## src/rtl/vec_mag_pkg.sv

```systemverilog
// Shared constants, mode encoding and width helpers for the vector-magnitude engine.
// The coefficients are fractions over 2**COEFF_FRAC.
package vec_mag_pkg;

    localparam int COEFF_FRAC = 5;

    typedef enum logic {
        MODE_TWO_POINT = 1'b0,
        MODE_RADIUS    = 1'b1
    } vec_mode_e;

    // Width of a per-axis difference or magnitude: one extra bit, so -2^(W-1) - (2^(W-1)-1) fits.
    function automatic int mag_width(input int w);
        return w + 1;
    endfunction

    // Width of the weighted sum ALPHA*M + BETA*m. The coefficient sum is below 64, so 6 bits of growth always fit.
    function automatic int acc_width(input int w);
        return w + 7;
    endfunction

endpackage

```

## src/rtl/vec_mag_abs_diff.sv

```systemverilog
// One axis of the front end: ST1 registers the signed difference (or the radius term),
// and ST2 registers its absolute value. Both stages advance together on en_i.
module vec_mag_abs_diff
    import vec_mag_pkg::*;
#(
    parameter int W = 8
) (
    input  logic         clk,
    input  logic         rst,
    input  logic         en_i,
    input  logic         clr_i,
    input  logic         mode_i,
    input  logic [W-1:0] a_i,
    input  logic [W-1:0] b_i,
    output logic [W:0]   abs_o
);

    logic signed [W:0] diff_d;
    logic signed [W:0] diff_q;
    logic        [W:0] abs_d;
    logic        [W:0] abs_q;

    always_comb begin
        if (vec_mode_e'(mode_i) == MODE_RADIUS) begin
            diff_d = $signed({b_i[W-1], b_i});
        end else begin
            diff_d = $signed({a_i[W-1], a_i}) - $signed({b_i[W-1], b_i});
        end
    end

    // The difference never reaches -2^W, so negating it in W+1 bits cannot overflow.
    assign abs_d = diff_q[W] ? $unsigned(-diff_q) : $unsigned(diff_q);

    // NOTE: state uses non-blocking assignments so every register samples pre-edge values.
    always_ff @(posedge clk or posedge rst) begin
        if (rst) begin
            diff_q <= '0;
            abs_q  <= '0;
        end else if (clr_i) begin
            diff_q <= '0;
            abs_q  <= '0;
        end else if (en_i) begin
            diff_q <= diff_d;
            abs_q  <= abs_d;
        end
    end

    assign abs_o = abs_q;

endmodule

```

## src/rtl/vec_mag_pipe.sv

```systemverilog
// Four-stage AXI-Stream vector-magnitude engine: |v| ~ max(M, (A*M + B*m) >> 5).
// The whole pipeline advances on a single global enable, so bubbles travel with the data.
module vec_mag_pipe
    import vec_mag_pkg::*;
#(
    parameter int COORD_WIDTH = 8,
    parameter int ALPHA_NUM   = 31,
    parameter int BETA_NUM    = 13,
    parameter int CNT_WIDTH   = 32
) (
    input  logic                     aclk,
    input  logic                     areset,
    input  logic [4*COORD_WIDTH-1:0] s_axis_tdata,
    input  logic                     s_axis_tvalid,
    input  logic                     s_axis_tlast,
    output logic                     s_axis_tready,
    output logic [4*COORD_WIDTH-1:0] m_axis_tdata,
    output logic                     m_axis_tvalid,
    output logic                     m_axis_tlast,
    input  logic                     m_axis_tready,
    input  logic                     core_reset_i,
    input  logic                     core_mode_i,
    output logic                     core_busy_o,
    output logic [CNT_WIDTH-1:0]     core_data_processed_cnt_o,
    output logic [15:0]              core_clamp_cnt_o
);

    localparam int W  = COORD_WIDTH;
    localparam int MW = mag_width(W);
    localparam int SW = acc_width(W);

    if (W < 4 || ALPHA_NUM < 1 || ALPHA_NUM > 32 || BETA_NUM < 0 || BETA_NUM > 32 ||
        ALPHA_NUM + BETA_NUM >= 64) begin : g_param_check
        $error("vec_mag_pipe: illegal parameter combination");
    end

    logic adv;
    logic in_fire;
    logic out_fire;

    assign adv           = !m_axis_tvalid || m_axis_tready;
    assign s_axis_tready = adv && !core_reset_i;
    assign in_fire       = s_axis_tvalid && s_axis_tready;
    assign out_fire      = m_axis_tvalid && m_axis_tready;

    // ST1/ST2: one instance per axis.
    logic [MW-1:0] abs_x;
    logic [MW-1:0] abs_y;

    vec_mag_abs_diff #(.W(W)) u_axis_x (
        .clk    (aclk),
        .rst    (areset),
        .en_i   (adv),
        .clr_i  (core_reset_i),
        .mode_i (core_mode_i),
        .a_i    (s_axis_tdata[4*W-1 -: W]),
        .b_i    (s_axis_tdata[2*W-1 -: W]),
        .abs_o  (abs_x)
    );

    vec_mag_abs_diff #(.W(W)) u_axis_y (
        .clk    (aclk),
        .rst    (areset),
        .en_i   (adv),
        .clr_i  (core_reset_i),
        .mode_i (core_mode_i),
        .a_i    (s_axis_tdata[3*W-1 -: W]),
        .b_i    (s_axis_tdata[W-1 -: W]),
        .abs_o  (abs_y)
    );

    // ST3: major/minor split; a tie keeps |dx| as the major axis.
    logic [MW-1:0] mx_d;
    logic [MW-1:0] mn_d;
    logic [MW-1:0] mx_q;
    logic [MW-1:0] mn_q;

    assign mx_d = (abs_x >= abs_y) ? abs_x : abs_y;
    assign mn_d = (abs_x >= abs_y) ? abs_y : abs_x;

    // ST4: weighted sum, truncating shift, and the floor at M.
    logic [SW-1:0] sum_d;
    logic [MW-1:0] r_d;
    logic          floor_d;
    logic [MW-1:0] res_d;
    logic [MW-1:0] res_q;

    assign sum_d   = SW'(ALPHA_NUM) * SW'(mx_q) + SW'(BETA_NUM) * SW'(mn_q);
    assign r_d     = MW'(sum_d >> COEFF_FRAC);
    assign floor_d = r_d < mx_q;
    assign res_d   = floor_d ? mx_q : r_d;

    // Bit 0 is ST1, bit 3 is ST4; tlast is only ever set alongside a valid beat.
    logic [3:0]           vld_q;
    logic [3:0]           last_q;
    logic [CNT_WIDTH-1:0] proc_cnt_q;
    logic [15:0]          clamp_cnt_q;
    logic                 clamp_inc;

    assign clamp_inc = adv && vld_q[2] && floor_d && (clamp_cnt_q != 16'hFFFF);

    always_ff @(posedge aclk or posedge areset) begin
        if (areset) begin
            vld_q       <= '0;
            last_q      <= '0;
            mx_q        <= '0;
            mn_q        <= '0;
            res_q       <= '0;
            proc_cnt_q  <= '0;
            clamp_cnt_q <= '0;
        end else if (core_reset_i) begin
            vld_q       <= '0;
            last_q      <= '0;
            mx_q        <= '0;
            mn_q        <= '0;
            res_q       <= '0;
            proc_cnt_q  <= '0;
            clamp_cnt_q <= '0;
        end else begin
            if (adv) begin
                vld_q  <= {vld_q[2:0], in_fire};
                last_q <= {last_q[2:0], in_fire && s_axis_tlast};
                mx_q   <= mx_d;
                mn_q   <= mn_d;
                res_q  <= res_d;
            end
            if (out_fire) begin
                proc_cnt_q <= proc_cnt_q + CNT_WIDTH'(1);
            end
            if (clamp_inc) begin
                clamp_cnt_q <= clamp_cnt_q + 16'd1;
            end
        end
    end

    assign m_axis_tdata              = {{(4*W-MW){1'b0}}, res_q};
    assign m_axis_tvalid             = vld_q[3];
    assign m_axis_tlast              = last_q[3];
    assign core_busy_o               = |vld_q;
    assign core_data_processed_cnt_o = proc_cnt_q;
    assign core_clamp_cnt_o          = clamp_cnt_q;

endmodule

```

## config.mk

```make
export PLATFORM = sky130hd
export DESIGN_NAME = vec_mag_pipe
export DESIGN_NICKNAME = d
export VERILOG_FILES = /design/src/rtl/vec_mag_pkg.sv /design/src/rtl/vec_mag_abs_diff.sv /design/src/rtl/vec_mag_pipe.sv
export SDC_FILE = /design/constraint.sdc
export NUM_CORES = 1
export LEC_CHECK = 0
export BUFFER_PORTS_ARGS = -buffer_cell sky130_fd_sc_hd__clkbuf_2
export CAP_MARGIN = 40
export CORE_AREA = 2 2 140 142
export CTS_BUF_LIST = sky130_fd_sc_hd__clkbuf_8 sky130_fd_sc_hd__clkbuf_16
export CTS_CLUSTER_DIAMETER = 60
export DETAILED_ROUTE_END_ITERATION = 16
export DIE_AREA = 0 0 142 144
export GPL_TIMING_DRIVEN = 1
export PLACE_DENSITY_LB_ADDON = 0.08
export SLEW_MARGIN = 20
export SYNTH_ARGS = -nofsm -noshare
export SYNTH_HDL_FRONTEND = slang
export SYNTH_SLANG_ARGS = --single-unit
```

## constraint.sdc

```tcl
create_clock -name aclk -period 15.2 [get_ports aclk]
set_input_delay 0 -clock aclk [delete_from_list [all_inputs] [get_ports aclk]]
set_output_delay 0 -clock aclk [all_outputs]
set_load 0.005 [all_outputs]
```

==> metrics, run 1 <==
Worst Max-Slew Pin Slew=0.761 ns; P_sw=591 uW; Avg Cell Area, Syn=9.18 um^2; FF+latch count, synth=119; Critical Path Fanout Max=26; clk sinks=119; CTS clk-pin slew, worst paths=0.06 ns; Fmax=154 MHz; Relative slew margins=49.3%; Layout area overhead=13.8%; Overall Global Routing Usage=20.9%; register area share after synthesis=31.9%; largest net degree at the start of global routing=89; vias in the first global route=7030; Die Y=144 um; Yosys top cell area share=31.9%; critical path's largest stage delay=0.59 ns; final setup violation count=0; post-cts resize count=0; drt via density=5.33; Routed Antenna Nets=0; Critical Path End Type=register; Cells after Synth=1018; Initial Util=49.0%; sequential group share of total power=25.5%; Power, Total=1450 uW; FFs w/ async S/R, synth=100%; Synth warnings=0; clock root buffer=clkbuf_16; Yosys cell types=74; most common cell after layout, fill and taps aside=inv_1; final core occ=55.7%; first-pass iteration count of the detailed router=4; Final Net Count=1268; CTS Buffer Depth=2; area leader, netlist=dfrtp_1; HP Class=primary input to register; Crit-path slowest cell=or4_1; maximum vdd drop=0.101 mV; Die W=142 um; CTS tree=built; core box area=0.0191 mm^2; Comb power frac=48.7%; worst path cell trace=fa_1 -> inv_1 -> fa_1 -> inv_1 -> fa_1 -> inv_1 -> fa_1 -> inv_1 -> ha_1 -> nand4_2 -> o22a_1 -> o21ai_0 -> xor2_2 -> ha_1 -> a21oi_1 -> a21boi_0 -> o31ai_2 -> nand4b_4 -> or4_1 -> a21oi_1; status=finished clean; Die ar.=0.0204 mm^2; Antenna Cells=0; number of enable flip-flop cells after synthesis=0; PortBufs=99; switch share=40.9%; H-tree Lvls=4; Clock Skew=0.0141 ns; via count=7267; io pins=123; most frequent cells in the layout=inv_1 (122), dfrtp_1 (119), nor2_1 (109); mapped cell area=0.00935 mm^2; total power divided by cell area=136 mW/mm^2; RSZ-0062 raised after global routing=no; Worst Path Required=15.53 ns; Int Power=854 uW; site row count=51; Worst EP arrival=6.82 ns; Congestion Overflow GR=0; CP Class=register to register; final slew viol count=0; fin crit period=6.49 ns; drt wl/cell=14.9 um; ys flop type=dfrtp_1; final hold vios=0; clock group share of total power=25.8%; setup_tns=0 ns; worst skew pair latency=0.42 ns; antenna violations before repair=0; DRC viols=0; Detail Placement HPWL=14.8 mm; startpoint class of the critical path=register; GPL Wtd Cong=0.784; Final Cycle Share=42.7%; Post-Route WL=20.3 mm; First DRT Iteration DRCs=268; max_cap viols=0; Synth area leaders=dfrtp_1 (32%), fa_1 (10%), ha_1 (9.4%); number of CTS-inserted buffers=17; first-pass GRT wire length=34.6 mm; P_leak=0.00524 uW; share of cells above drive strength 1=14.8%
-- metal layers --
| metal | wire [um] | track usage [%] | vias to the layer above | share of wire [%] |
|---|---|---|---|---|
| li1 | - | - | 3662 | - |
| met1 | 9760 | 29.1 | 3480 | 48 |
| met2 | 9750 | 34.3 | 108 | 48 |
| met3 | 533 | 3.91 | 17 | 2.6 |
| met4 | 233 | 4.74 | 0 | 1.1 |
| met5 | 0 | 0 | - | 0 |
-- cell type report --
type                            count  area [um^2]
Clock buffer                       17          425
Clock inverter                     15          121
Fill cell                        1744         8440
Inverter                          123          464
Multi-Input combinational cell    733         5640
Sequential cell                   119         2980
Tap cell                          238          298
Timing Repair Buffer              118          713
-- synthesized netlist by cell type (14+ instances only) --
master / instances
inv_1: 123
dfrtp_1: 119
nor2_1: 109
nand2_1: 73
ha_1: 70
fa_1: 47
a21oi_1: 43
a211oi_1: 41
xor2_1: 33
nand3_1: 30
clkbuf_1: 28
mux2i_1: 28
o21ai_0: 25
buf_4: 24
nor2b_1: 19
nor3_1: 18
xnor2_1: 14
-- state kept, by name, summed over array words and instances (netlist names) --
signal,count
res_q,9
u_axis_y.diff_q,9
u_axis_x.diff_q,9
mx_q,9
u_axis_x.abs_o,9
core_data_processed_cnt_o,32
last_q,4
vld_q,4
core_clamp_cnt_o,16
mn_q,9
u_axis_y.abs_o,9
-- cell families (layout without fill, tap and decap cells) --
logic type,after synthesis,after routing,synth area share [%]
and+or+nand+nor,330,330,17.9
DFF,119,119,31.9
xor gates and xnor gates,48,48,4.58
adders and majority gates,117,117,19.4
AOI/OAI and AO/OA,181,181,13.3
buffers and inverters,188,273,8.93
muxes,34,34,3.88
other,1,23,0.0401
-- worst paths after layout --
check	cells past startpoint	slack, ns	start	to
setup / recovery	20	8.71	mx_q[0]$_DFFE_PP0P_	core_clamp_cnt_o[7]$_DFFE_PP0P_
hold / removal	4	0.02	s_axis_tdata[11]	u_axis_x.diff_q[3]$_DFFE_PP0P_
setup reg to reg	20	8.71	mx_q[0]$_DFFE_PP0P_	core_clamp_cnt_o[7]$_DFFE_PP0P_
hold reg to reg	2	0.52	last_q[2]$_DFFE_PP0P_	last_q[2]$_DFFE_PP0P_
max in group asynchronous	5	13.87	areset	u_axis_y.diff_q[7]$_DFFE_PP0P_
min in group asynchronous	3	0.23	areset	core_data_processed_cnt_o[15]$_DFFE_PP0P_
-- power groups by stage --
stage                     Sequential, uW  Clock (uW)  Combinational (uW)
final                                369         373                 704
after global routing                 373         396                 800
after CTS                            370         380                 705
after detailed placement             376           0                 700
after global placement               374           0                 697
after floorplan                      366           0                 592
-- through the flow --
stage | setup WS (ns) | hold WS, ns | instance area [um^2] | cells
final | 8.71 | 0.0191 | 10600 | 1363
after global routing | 8.28 | 0.0330 | 10600 | 1363
after CTS | 8.71 | 0.00480 | 10600 | 1362
after detailed placement | 8.70 | 0.138 | 9930 | 1317
after global placement | 8.85 | 0.148 | 9900 | 1316
after floorplan | 9.30 | 0.131 | 9430 | 1040
-- critical path, delay by kind of cell, from the launching register on --
family	cells	cell delay (ns)
AO/OA/AOI/OAI	6	1.64
AND/OR/NAND/NOR	3	1.17
adder cells (fa/ha/maj)	6	2.74
buffers and inverters	4	0.19
flip-flops	1	0.51
XOR/XNOR	1	0.14
-- repair_timing --
item | 4_1_cts | 5_1_grt
hold endpoints to repair | 62 | 0
hold buffers | 13 | 0
setup buffers | 0 | 0
(Power assumes the default switching activity.)
==> run 2, diff against run 1 <==
- clock period: 15.2 -> 6.3 ns (I/O delays scaled with it)
==> metrics, run 2 (synthesis gave the netlist of run 1 again) <==
Clock Skew=0.00695 ns (-0.00714 ns); Comb power frac=51.8% (+3.1 points); Fin Hold WS=0.00348 ns (-0.0156 ns); max FFs per register=32 (unchanged); via count=7359 (+1.3%); DRC viols=0 (unchanged); Post-Route WL=20.6 mm (+1.8%); total power divided by cell area=348 mW/mm^2 (+160%); CP Class=register to register; First DRT Iteration DRCs=378 (+41%); CTS clk-pin slew, worst paths=0.06 ns (about the same); Final Cycle Share=95.4% (+53 points); core box area=0.0191 mm^2 (unchanged); Layout area overhead=16.5%; Initial Util=49.0% (unchanged); dpl cell area=0.00998 mm^2 (+0.53%); number of CTS-inserted buffers=17 (unchanged); first-pass GRT wire length=34.3 mm (-0.94%); cell mode on critical path=fa_1; Die ar.=0.0204 mm^2 (unchanged); CTS tree=built; final hold vios=0 (unchanged); Worst EP arrival=6.31 ns (-0.51 ns); # fillers=1756 (+0.69%); Non-Filler Instances=1386 (+1.7%); Fmax=166 MHz (+8.0%); placed cells=1325 (+0.61%); largest net degree at the start of global routing=89 (unchanged); PortBufs=99 (unchanged); Die W=142 um (unchanged); most common cell after layout, fill and taps aside=inv_1; RSZ-0062 raised after global routing=yes; final setup violation count=0 (unchanged); worst skew pair latency=0.42 ns (about the same); Die Y=144 um (unchanged); first-pass iteration count of the detailed router=4 (unchanged); switch share=40.6% (-0.32 points); drt wl/cell=14.9 um (about the same); fin crit period=6.01 ns (-0.483 ns); share of cells above drive strength 1=16.9% (+2.1 points); vias in the first global route=6974 (-0.80%); Worst Path Required=6.60 ns (-8.93 ns); drt via density=5.31 (-0.41%); worst path bufs/invs=3 (-1); Int Power=2250 uW (+160%); clock group share of total power=24.8% (-1.0 points); clk sinks=119 (unchanged); Critical Path End Type=register; Multi-input gate area=0.00571 mm^2 (+1.4%); Worst Max-Slew Pin Slew=0.739 ns (-0.0217 ns); Final Cell Area=0.0109 mm^2 (+2.4%); status=finished clean; final slew viol count=0 (unchanged); max_cap viols=0 (unchanged); CTS Buffer Depth=2 (unchanged); Crit-path slowest cell=or4_4; Largest delay share family, worst path=adder cells; Congestion Overflow GR=0 (unchanged); Register Area=0.00298 mm^2 (+0.21%); antenna violations before repair=0 (unchanged); Critical Path Fanout Max=8 (-69%); startpoint class of the critical path=register; worst path cell trace=buf_4 -> fa_1 -> fa_1 -> fa_1 -> inv_1 -> fa_1 -> inv_1 -> ha_1 -> a211oi_1 -> o21bai_1 -> and3_1 -> a211o_1 -> or2_2 -> ha_1 -> nand4_1 -> or4_4 -> nand4b_4 -> nor2_1 -> mux2_4; maximum vdd drop=0.211 mV (+110%); io pins=123 (unchanged); Detail Placement HPWL=14.6 mm (-1.5%); most frequent cells in the layout=inv_1 (122), dfrtp_1 (114), nor2_1 (109); Overall Global Routing Usage=20.7% (-0.20 points); site row count=51 (unchanged); sequential group share of total power=23.4% (-2.1 points); Relative slew margins=50.7% (+1.4 points); Final Net Count=1291 (+1.8%); Routed Antenna Nets=0 (unchanged); P_sw=1540 uW (+160%); P_leak=0.00538 uW (+2.6%); Antenna Cells=0 (unchanged); GPL Wtd Cong=0.818 (+4.3%); clock root buffer=clkbuf_16; H-tree Lvls=4 (unchanged); critical path's largest stage delay=0.62 ns (+0.03 ns); HP Class=primary input to register
-- run 2: changes by cell type in the layout (fill, tap and decap cells not counted), sizes merged --
cell,before,now
bufinv,0,1
clkinvlp,3,2
nand3b,4,5
buf,7,24
nand4b,1,3
clkinv,7,5
inv,128,130
dlygate4sd3,13,16
-- run 2: worst min-delay path: stages --
cell and delay [ns]:
clkbuf_2 0.08, inv_1 0.08, a31oi_1 0.10, o211ai_1 0.08
nor3_1 0.05
-- run 2: cell type report --
| type | count | area share (%) |
|---|---|---|
| multi-input combinational | 736 | 52.5 |
| sequential | 119 | 27.4 |
| timing repair buffer | 138 | 7.93 |
| inverter | 123 | 4.26 |
| clock buffer | 17 | 3.91 |
| tap | 238 | 2.73 |
| clock inverter | 15 | 1.30 |
-- run 2: power groups by stage --
stage,clock (uW),sequential [uW],combinational [uW]
after floorplan,0,883,1430
after global placement,0,899,1710
after detailed placement,0,900,1720
after CTS,957,887,1730
after global routing,993,893,2210
final,939,884,1960
-- run 2: worst paths after layout --
kind | startpoint | endpoint | slack (ns) | depth (start not counted)
max | mx_q[6]$_DFFE_PP0P_ | core_clamp_cnt_o[6]$_DFFE_PP0P_ | 0.29 | 19
min | s_axis_tdata[14] | u_axis_x.diff_q[6]$_DFFE_PP0P_ | 0.003 | 5
max reg2reg | mx_q[6]$_DFFE_PP0P_ | core_clamp_cnt_o[6]$_DFFE_PP0P_ | 0.29 | 19
min reg2reg | last_q[2]$_DFFE_PP0P_ | last_q[2]$_DFFE_PP0P_ | 0.52 | 2
max in group asynchronous | areset | u_axis_x.diff_q[4]$_DFFE_PP0P_ | 4.97 | 5
min in group asynchronous | areset | core_data_processed_cnt_o[23]$_DFFE_PP0P_ | 0.24 | 3
-- run 2: metrics by stage --
step | total power (uW) | setup WS (ns) | util [%] | TNS (ns)
after detailed placement | 2620 | -0.0575 | 52.3 | -0.252
after floorplan | 2310 | 0.397 | - | 0
final | 3790 | 0.292 | 57.1 | 0
after global routing | 4100 | -0.0310 | 57.1 | -0.0310
after CTS | 3580 | 0.0137 | 56.1 | 0
after global placement | 2610 | 0.0623 | 52.2 | 0
-- run 2: metal layers --
layer  global-route usage [%]  up-vias  wire [um]
li1                         -     3703          -
met5                        0        -          0
met2                     33.9      133      10000
met4                     5.11        0        219
met3                     3.48       20        603
met1                     28.9     3503       9800
-- run 2: timing repair --
| item | 4_1_cts | 5_1_grt |
|---|---|---|
| cloned | 0 | 3 |
| hold buffers | 16 | 0 |
| gates resized for setup | 2 | 9 |
| setup buffers | 0 | 9 |
| hold endpoints to repair | 66 | 0 |
| pin swaps | 0 | 2 |
| endpoints found under the setup margin | 9 | 25 |
